File: src/rtl/ocp2axi_cpl.sv
// ocp2axi_cpl: collects a byte-wide OCP read response and emits it as a
// 3DW PCIe completion TLP (CplD, or Cpl on error) on a 64-bit AXI4-Stream master.
module ocp2axi_cpl #(
  parameter logic [15:0] COMPLETER_ID = 16'h0100,
  parameter int unsigned FIFO_WDTH    = 64
) (
  input  logic                   clk,
  input  logic                   reset,
  input  logic                   req_valid,
  output logic                   req_ready,
  input  logic [15:0]            req_id,
  input  logic [7:0]             req_tag,
  input  logic [6:0]             req_lower_addr,
  input  logic [9:0]             req_length,
  input  logic [1:0]             sresp,
  input  logic [7:0]             sdata,
  output logic                   mrespaccept,
  output logic                   s_axis_tvalid,
  input  logic                   s_axis_tready,
  output logic [FIFO_WDTH-1:0]   s_axis_tdata,
  output logic [FIFO_WDTH/8-1:0] s_axis_tkeep,
  output logic                   s_axis_tlast
);

  typedef enum logic [2:0] {IDLE, FIRST, HDR0, HDR1, DATA} state_t;

  state_t                 state_q;
  logic                   req_ready_q, mrespaccept_q, tvalid_q, tlast_q;
  logic [FIFO_WDTH-1:0]   tdata_q, beat_q;
  logic [FIFO_WDTH/8-1:0] tkeep_q;
  logic [15:0]            id_q;
  logic [7:0]             tag_q;
  logic [6:0]             la_q;
  logic [9:0]             len_q;
  logic [12:0]            total_q, done_q;
  logic [2:0]             lane_q;
  logic                   err_q;

  logic                   resp_any;
  logic [7:0]             byte_d;
  logic [FIFO_WDTH-1:0]   beat_d;
  logic [12:0]            done_d, total_d;
  logic                   last_d, pend_d;
  logic [FIFO_WDTH/8-1:0] keep_last;
  logic [31:0]            dw2;

  // DW0/DW1 of the completion header; bytes are little-endian across lanes.
  function automatic logic [63:0] build_hdr(input logic e, input logic [9:0] len,
                                            input logic [11:0] total);
    logic [9:0]  l;
    logic [11:0] bc;
    logic [2:0]  st;
    l  = e ? 10'd0 : len;
    bc = e ? 12'd4 : total;
    st = e ? 3'b100 : 3'b000;
    build_hdr = {bc[7:0], st, 1'b0, bc[11:8], COMPLETER_ID[7:0], COMPLETER_ID[15:8],
                 l[7:0], 6'b0, l[9:8], 8'h00, (e ? 8'h0A : 8'h4A)};
  endfunction

  // Byte insertion into the assembly beat and pending/last detection.
  always_comb begin
    resp_any  = (sresp != 2'b00);
    byte_d    = (sresp == 2'b01) ? sdata : 8'hFF;
    beat_d    = beat_q;
    beat_d[{lane_q, 3'b000} +: 8] = byte_d;
    done_d    = done_q + 13'd1;
    last_d    = (done_d == total_q);
    pend_d    = (lane_q == 3'd7) || last_d;
    keep_last = 8'hFF >> (3'd7 - lane_q);
    dw2       = {1'b0, la_q, tag_q, id_q[7:0], id_q[15:8]};
    total_d   = (req_length == 10'd0) ? 13'd4096 : {1'b0, req_length, 2'b00};
  end

  // Completion FSM with registered handshake and stream outputs.
  always_ff @(posedge clk) begin
    if (reset) begin
      state_q       <= IDLE;
      req_ready_q   <= 1'b0;
      mrespaccept_q <= 1'b0;
      tvalid_q      <= 1'b0;
      tlast_q       <= 1'b0;
      tdata_q       <= '0;
      tkeep_q       <= '0;
      beat_q        <= '0;
      id_q          <= '0;
      tag_q         <= '0;
      la_q          <= '0;
      len_q         <= '0;
      total_q       <= '0;
      done_q        <= '0;
      lane_q        <= '0;
      err_q         <= 1'b0;
    end else begin
      case (state_q)
        IDLE: begin
          if (req_ready_q && req_valid) begin
            id_q          <= req_id;
            tag_q         <= req_tag;
            la_q          <= req_lower_addr;
            len_q         <= req_length;
            total_q       <= total_d;
            done_q        <= '0;
            lane_q        <= '0;
            err_q         <= 1'b0;
            beat_q        <= '0;
            req_ready_q   <= 1'b0;
            mrespaccept_q <= 1'b1;
            state_q       <= FIRST;
          end else begin
            req_ready_q   <= 1'b1;
          end
        end
        FIRST: begin
          if (resp_any) begin
            mrespaccept_q <= 1'b0;
            tvalid_q      <= 1'b1;
            tkeep_q       <= '1;
            tlast_q       <= 1'b0;
            if (sresp == 2'b01) begin
              beat_q  <= {24'h0, sdata, dw2};
              done_q  <= 13'd1;
              tdata_q <= build_hdr(1'b0, len_q, total_q[11:0]);
            end else begin
              err_q   <= 1'b1;
              tdata_q <= build_hdr(1'b1, len_q, total_q[11:0]);
            end
            state_q <= HDR0;
          end
        end
        HDR0: begin
          if (s_axis_tready) begin
            if (err_q) begin
              tdata_q <= {32'h0, dw2};
              tkeep_q <= 8'h0F;
              tlast_q <= 1'b1;
              state_q <= HDR1;
            end else begin
              tvalid_q      <= 1'b0;
              tkeep_q       <= '0;
              lane_q        <= 3'd5;
              mrespaccept_q <= 1'b1;
              state_q       <= DATA;
            end
          end
        end
        HDR1: begin
          if (s_axis_tready) begin
            tvalid_q    <= 1'b0;
            tlast_q     <= 1'b0;
            tkeep_q     <= '0;
            req_ready_q <= 1'b1;
            state_q     <= IDLE;
          end
        end
        DATA: begin
          if (tvalid_q) begin
            if (s_axis_tready) begin
              tvalid_q <= 1'b0;
              tlast_q  <= 1'b0;
              tkeep_q  <= '0;
              lane_q   <= '0;
              beat_q   <= '0;
              if (tlast_q) begin
                req_ready_q <= 1'b1;
                state_q     <= IDLE;
              end else begin
                mrespaccept_q <= 1'b1;
              end
            end
          end else if (resp_any) begin
            beat_q <= beat_d;
            done_q <= done_d;
            lane_q <= lane_q + 3'd1;
            if (pend_d) begin
              tvalid_q      <= 1'b1;
              mrespaccept_q <= 1'b0;
              tdata_q       <= beat_d;
              tlast_q       <= last_d;
              tkeep_q       <= last_d ? keep_last : '1;
            end
          end
        end
        default: state_q <= IDLE;
      endcase
    end
  end

  assign req_ready     = req_ready_q;
  assign mrespaccept   = mrespaccept_q;
  assign s_axis_tvalid = tvalid_q;
  assign s_axis_tdata  = tdata_q;
  assign s_axis_tkeep  = tkeep_q;
  assign s_axis_tlast  = tlast_q;

endmodule
File: config.mk
export PLATFORM = sky130hd
export DESIGN_NAME = ocp2axi_cpl
export DESIGN_NICKNAME = d
export VERILOG_FILES = /design/src/rtl/ocp2axi_cpl.sv
export SDC_FILE = /design/constraint.sdc
export NUM_CORES = 1
export LEC_CHECK = 0
export ABC_AREA = 1
export CAP_MARGIN = 40
export CORE_MARGIN = 5
export CORE_UTILIZATION = 33
export CTS_CLUSTER_DIAMETER = 40
export DETAILED_ROUTE_END_ITERATION = 8
export GPL_TIMING_DRIVEN = 0
export PLACE_DENSITY_LB_ADDON = 0.08
export SETUP_SLACK_MARGIN = 0.1
export SYNTH_ARGS = -nofsm -noshare
export SYNTH_HDL_FRONTEND = slang
export SYNTH_SLANG_ARGS = --single-unit
File: constraint.sdc
create_clock -name clk -period 3.4 [get_ports clk]
set_input_delay 0.34 -clock clk [delete_from_list [all_inputs] [get_ports clk]]
set_output_delay 0.34 -clock clk [all_outputs]
set_load 0.005 [all_outputs]
-- Word-level counts from Yosys, hierarchy flattened
Index checks and enable logic that the tools add are counted.
- shifts and indexed selects: 3
- reduce and logical (&&, ||, !) cells: 24
- $add $sub $neg: 4
- equal/unequal tests: 25
- multiplexer cells: 84
- operators with widths (cell ; number):
    2-to-1 mux 64 bit ; 13
    one-hot mux 64 bit (3 select lines) ; 2
    2-to-1 mux 13 bit ; 6
    bitwise mux 64 bit ; 1
    2-to-1 mux 8 bit ; 8
    variable shift 8 x 8 -> 64 bit, first input constant ; 1
    variable part select 8 x 8 -> 64 bit ; 1
    2-to-1 mux 3 bit ; 13
    one-hot mux 13 bit (3 select lines) ; 1
    one-hot mux 8 bit (4 select lines) ; 1
    2-to-1 mux 1 bit ; 31
    != test 2 bit, second input constant ; 14
    AND reduction 6 bit ; 4
    one-hot mux 3 bit (5 select lines) ; 1
    AND reduction 5 bit ; 3
    AND reduction 7 bit ; 2
    adder 13 x 1 -> 13 bit, second input constant ; 1
    equality test 13 bit ; 1
    != test 3 bit, second input constant ; 4
    one-hot mux 1 bit (4 select lines) ; 3
    nonzero test 3 bit ; 4
    zero test 10 bit ; 1
    one-hot mux 3 bit (3 select lines) ; 1
    AND reduction 9 bit ; 1
    18 further kinds ; 22
- flip-flop bits (word level): 214
- output and inout port bits: 76
- bits of input ports: 55
- word-level logic and storage cells: 156

-- Longest topological paths before layout
- depth in word-level cells: 8
- mapped depth: 20
- depth with buffers taken out: 18

-- Worst setup path before layout
OpenSTA, ideal clock, no wires.
- path kind: register -> register
- start point: register lane_q[0]
- end point: register tdata_q[2], in the netlist s_axis_tdata[2]
- required time: 3.330 ns
- setup slack: 0.871 ns
- data arrival time: 2.458 ns
- buffers on the path: 1
- cell stages (with the launch flop): 10
- library setup time: 0.070 ns
- period minus slack after synthesis: 2.529 ns
- path through: dfxtp_1 > inv_1 > ha_1 > ha_1 > nor4_1 > clkbuf_1 > o21ai_0 > o22ai_1 > nand4_1 > a21oi_1
- cells in the longest elaborated chain, start to end: 7
- elaborated cells on any way between the ends: 12
- classes of those cells: 1 x add/sub; 2 x eq/ne; 2 x shift; 5 x mux; 2 x reduce/logical
- RTL lines (element ; RTL line ; source):
    start: declaration ; 36 ; logic [2:0] lane_q;
    start signal: assignment ; 173 ; lane_q <= lane_q + 3'd1;
    negator 6 -> 8 bit ; 65 ; beat_d[{lane_q, 3'b000} +: 8] = byte_d;
    variable part select 8 x 8 -> 64 bit / variable shift 8 x 8 -> 64 bit (equally long branches) ; 65 ;
    bitwise mux 64 bit ; 65 ;
    2-to-1 mux 64 bit ; 174 ; if (pend_d) begin
    2-to-1 mux 64 bit ; 170 ; end else if (resp_any) begin
    2-to-1 mux 64 bit ; 156 ; if (tvalid_q) begin
    one-hot mux 64 bit (3 select lines) ; 94 ; case (state_q)
    end signal: assignment ; 122 ; tdata_q <= build_hdr(1'b0, len_q, total_q[11:0]);
    end signal: assignment ; 125 ; tdata_q <= build_hdr(1'b1, len_q, total_q[11:0]);
    end signal: assignment ; 177 ; tdata_q <= beat_d;
    end: declaration ; 29 ; logic [FIFO_WDTH-1:0] tdata_q, beat_q;
Several ways; a longest one is shown, not always the timed one. The select of a mux whose other input is x is not followed.
A chain may end at the register's enable or synchronous reset.

-- Final worst setup path
- start point: register lane_q[1]
- end point: register tdata_q[0], in the netlist s_axis_tdata[0]
Same word-level chain as after synthesis.

==> metrics.yaml <==
detailed_routing:
  drtPass1Iterations: 5
  vias: 11100
  ant_nets: 0
  drt-total-wl_um: 40900
  drc: 0
  viasPerCell: 5.19
  wl_per_cell_um: 19.1
  drt_iter0_drc: 781
power_and_ir_drop:
  p_leak_uw: 0.00470
  power_density_nw_per_um2: 776
  vdd_drop_max_mv: 0.411
  power_uw: 10600
setup_path:
  cp_common_cell: "ha_1"
  startpoint_type: "register"
  r2r_cells: 10
  slowest_stage: "dfxtp_1"
  critical_path_class: "register to register"
  critPathMaxStageDelay_ns: 0.45
  critPathMaxFanout: 10
  cp_top_family: "buffers and inverters"
  crit_chain: "inv_1 > ha_1 > ha_1 > nor4_1 > clkdlybuf4s18_2 > clkbuf_2 > o21ai_0 > o22ai_1 > nand4_1 > a21oi_1"
  critical_path_required_ns: 3.86
  crit_buf_inv: 3
  crit_cells: 10
  critPathCaptureType: "register"
  cp_data_arrival_time_ns: 3.63
sta:
  slew_headroom_pct: 45.2
  maxSlewViolCount: 0
  hold_viol_final: 0
  max_freq_mhz: 315
  setup_ws_ns: 0.230
  period_minus_slack_ns: 3.17
  setup_violations: 0
  fin_crit_sh_pct: 93.2
  rsz0062_at_grt: "yes"
  worst_pin_slew_ns: 0.814
  fin_skew_ns: 0.0222
placement:
  dpl_worst_slack_ns: 0.0931
  io_buffers: 129
  dp_hpwl_um: 31300
  dp_cells: 2065
  gp_congestion: 0.926
synthesis:
  synth_simple_gate_area_share_pct: 27.0
  synth_xor_area_share_pct: 0
  yosys_warnings: 0
  avgSynthCellArea_um2: 6.86
  synth-seq-area-share_pct: 40.4
  synth_top_family_by_area: "simple AND/OR/NAND/NOR gates"
  ys_ff_latch: 212
  synth_nets: 1597
  synthAdderAreaFrac_pct: 1.43
  async_flop_share_pct: 0
  syn_inst: 1530
  synth_edf_count: 0
  synth_compound_area_share_pct: 22.3
  synth_area_um2: 10500
  synth_mux_area_share_pct: 0.215
  ys.flop_type: "dfxtp_1"
  synthDistinctLibCells: 43
clocking:
  cts_hold_buf: 0
  htreeDepth: 2
  clock_latency_ns: 0.54
  cts_max_path_buffers: 3
  post_cts_resized: 0
  postCtsSetupRepairBufs: 0
  cts-root-buf: "clkbuf_16"
  cts_tree: "yes"
  cts_num_sinks: 212
  clkTransAtPathRegs_ns: 0.05
  cts_made_buffers: 40
finish:
  final_cells: 2137
  final_util_pct: 43.5
  layout-drive-gt1-share_pct: 8.02
  mostFrequentLayoutCell: "nand2_1"
  fill_cells: 3303
  layout_common_cells: "409 x nand2_1, 212 x dfxtp_1, 207 x a21oi_1"
  area_delta_synth_final_pct: 30.5
  num-nets-final: 1772
floorplan:
  start_util_pct: 33.3
  core-area_um2: 31500
  die_area_um2: 35500
  ioPinCount: 131
  die_w_um: 188
  num_rows: 65
  die_h_um: 188
grt:
  globalRouteOverflowTotal: 0
  antenna_found_initial: 0
  grt_pass1_wl_um: 61900
  grt_pass1_vias: 10600
  track_usage_pct: 22.2
  grt_max_degree: 12
worst_hold_path:
  hold_depth: 3
  hold_class: "input pin to register"
run:
  cap_violations: 0
status:
  status: "finished, final reports clean"
[registers in the layout (all words and copies together), names as in the netlist]
register       cells
total_q           11
req_ready          1
la_q               7
s_axis_tkeep       8
err_q              1
state_q            3
tag_q              8
s_axis_tdata      64
s_axis_tvalid      1
beat_q            64
s_axis_tlast       1
mrespaccept        1
len_q             10
id_q              16
done_q            13
lane_q             3
[path summary, 6_finish.rpt]
path                    from               to  slack, ns
hold / removal    req_tag[5]         tag_q[5]       0.45
hold reg to reg   beat_q[47]       beat_q[47]       0.46
setup reg to reg   lane_q[1]  s_axis_tdata[0]       0.23
setup / recovery   lane_q[1]  s_axis_tdata[0]       0.23
[Yosys cell counts, types with 3 or more instances]
master / count / share of area [%]
nand2_1: 409 / 15
dfxtp_1: 212 / 40
a21oi_1: 207 / 9.9
o21ai_0: 132 / 6.3
inv_1: 115 / 4.1
nor2_1: 74 / 2.6
clkbuf_1: 71 / 2.5
nand3_1: 58 / 2.8
o22ai_1: 51 / 3.0
nand4_1: 50 / 3.0
buf_2: 21 / 1.0
a22oi_1: 15 / 1.1
ha_1: 12 / 1.4
nor3_1: 11 / 0.52
inv_2: 10 / 0.36
nand2_2: 7 / 0.42
nor2_2: 6 / 0.36
nor4_1: 6 / 0.36
o21a_1: 6 / 0.43
a31oi_1: 5 / 0.30
or2_0: 5 / 0.30
a22o_1: 4 / 0.33
nand2_4: 4 / 0.43
nand3b_1: 4 / 0.29
nor2_4: 4 / 0.43
a211oi_1: 3 / 0.21
buf_4: 3 / 0.21
nand3_4: 3 / 0.50
o21ai_1: 3 / 0.14
[cells by family after synthesis]
| kind of cell | after synthesis |
|---|---|
| buffers and inverters | 226 |
| AOI/OAI and AO/OA | 434 |
| DFF | 212 |
| and+or+nand+nor | 644 |
| muxes | 2 |
| adders and majority gates | 12 |
[worst reg2reg max path, delay by kind of cell (launching register included)]
kind                     cells  cell delay, ns
AND/OR/NAND/NOR              2            0.62
AO/OA/AOI/OAI                3            0.65
buffers and inverters        3            0.71
adder cells (fa/ha/maj)      2            0.66
flip-flops                   1            0.45
[layout make-up]
class / count / area [um^2] / share of cell area [%]
Multi-Input combinational cell: 1092 / 5370 / 39.2
Inverter: 127 / 477 / 3.48
Clock inverter: 19 / 254 / 1.86
Antenna cell: 1 / 2.50 / 0.0183
Sequential cell: 212 / 4240 / 31.0
Buffer: 99 / 427 / 3.12
Timing Repair Buffer: 133 / 1330 / 9.70
Clock buffer: 52 / 1090 / 7.93
Tap cell: 402 / 503 / 3.67
[power breakdown]
part           internal, uW  switching (uW)
logic                  1030            2680
registers              2760             174
clock network          2580            1400
[routing by layer]
layer  track usage (%)  wire (um)  vias to the layer above  share of wire, %
met5                 0          0                        -                 0
met4              6.17        955                        0               2.3
met3              3.96       2200                       63               5.4
met2              36.8      18800                      318                46
met1              29.7      18900                     5180                46
li1                  -          -                     5522                 -
[metrics by stage]
step | setup TNS (ns) | area, um^2 | hold WS, ns
after floorplan | 0 | 10500 | 0.439
after global placement | -0.0415 | 12300 | 0.447
after detailed placement | 0 | 12300 | 0.452
after CTS | 0 | 13700 | 0.436
after global routing | 0 | 13700 | 0.459
final | 0 | 13700 | 0.446
(Power assumes the default switching activity.)
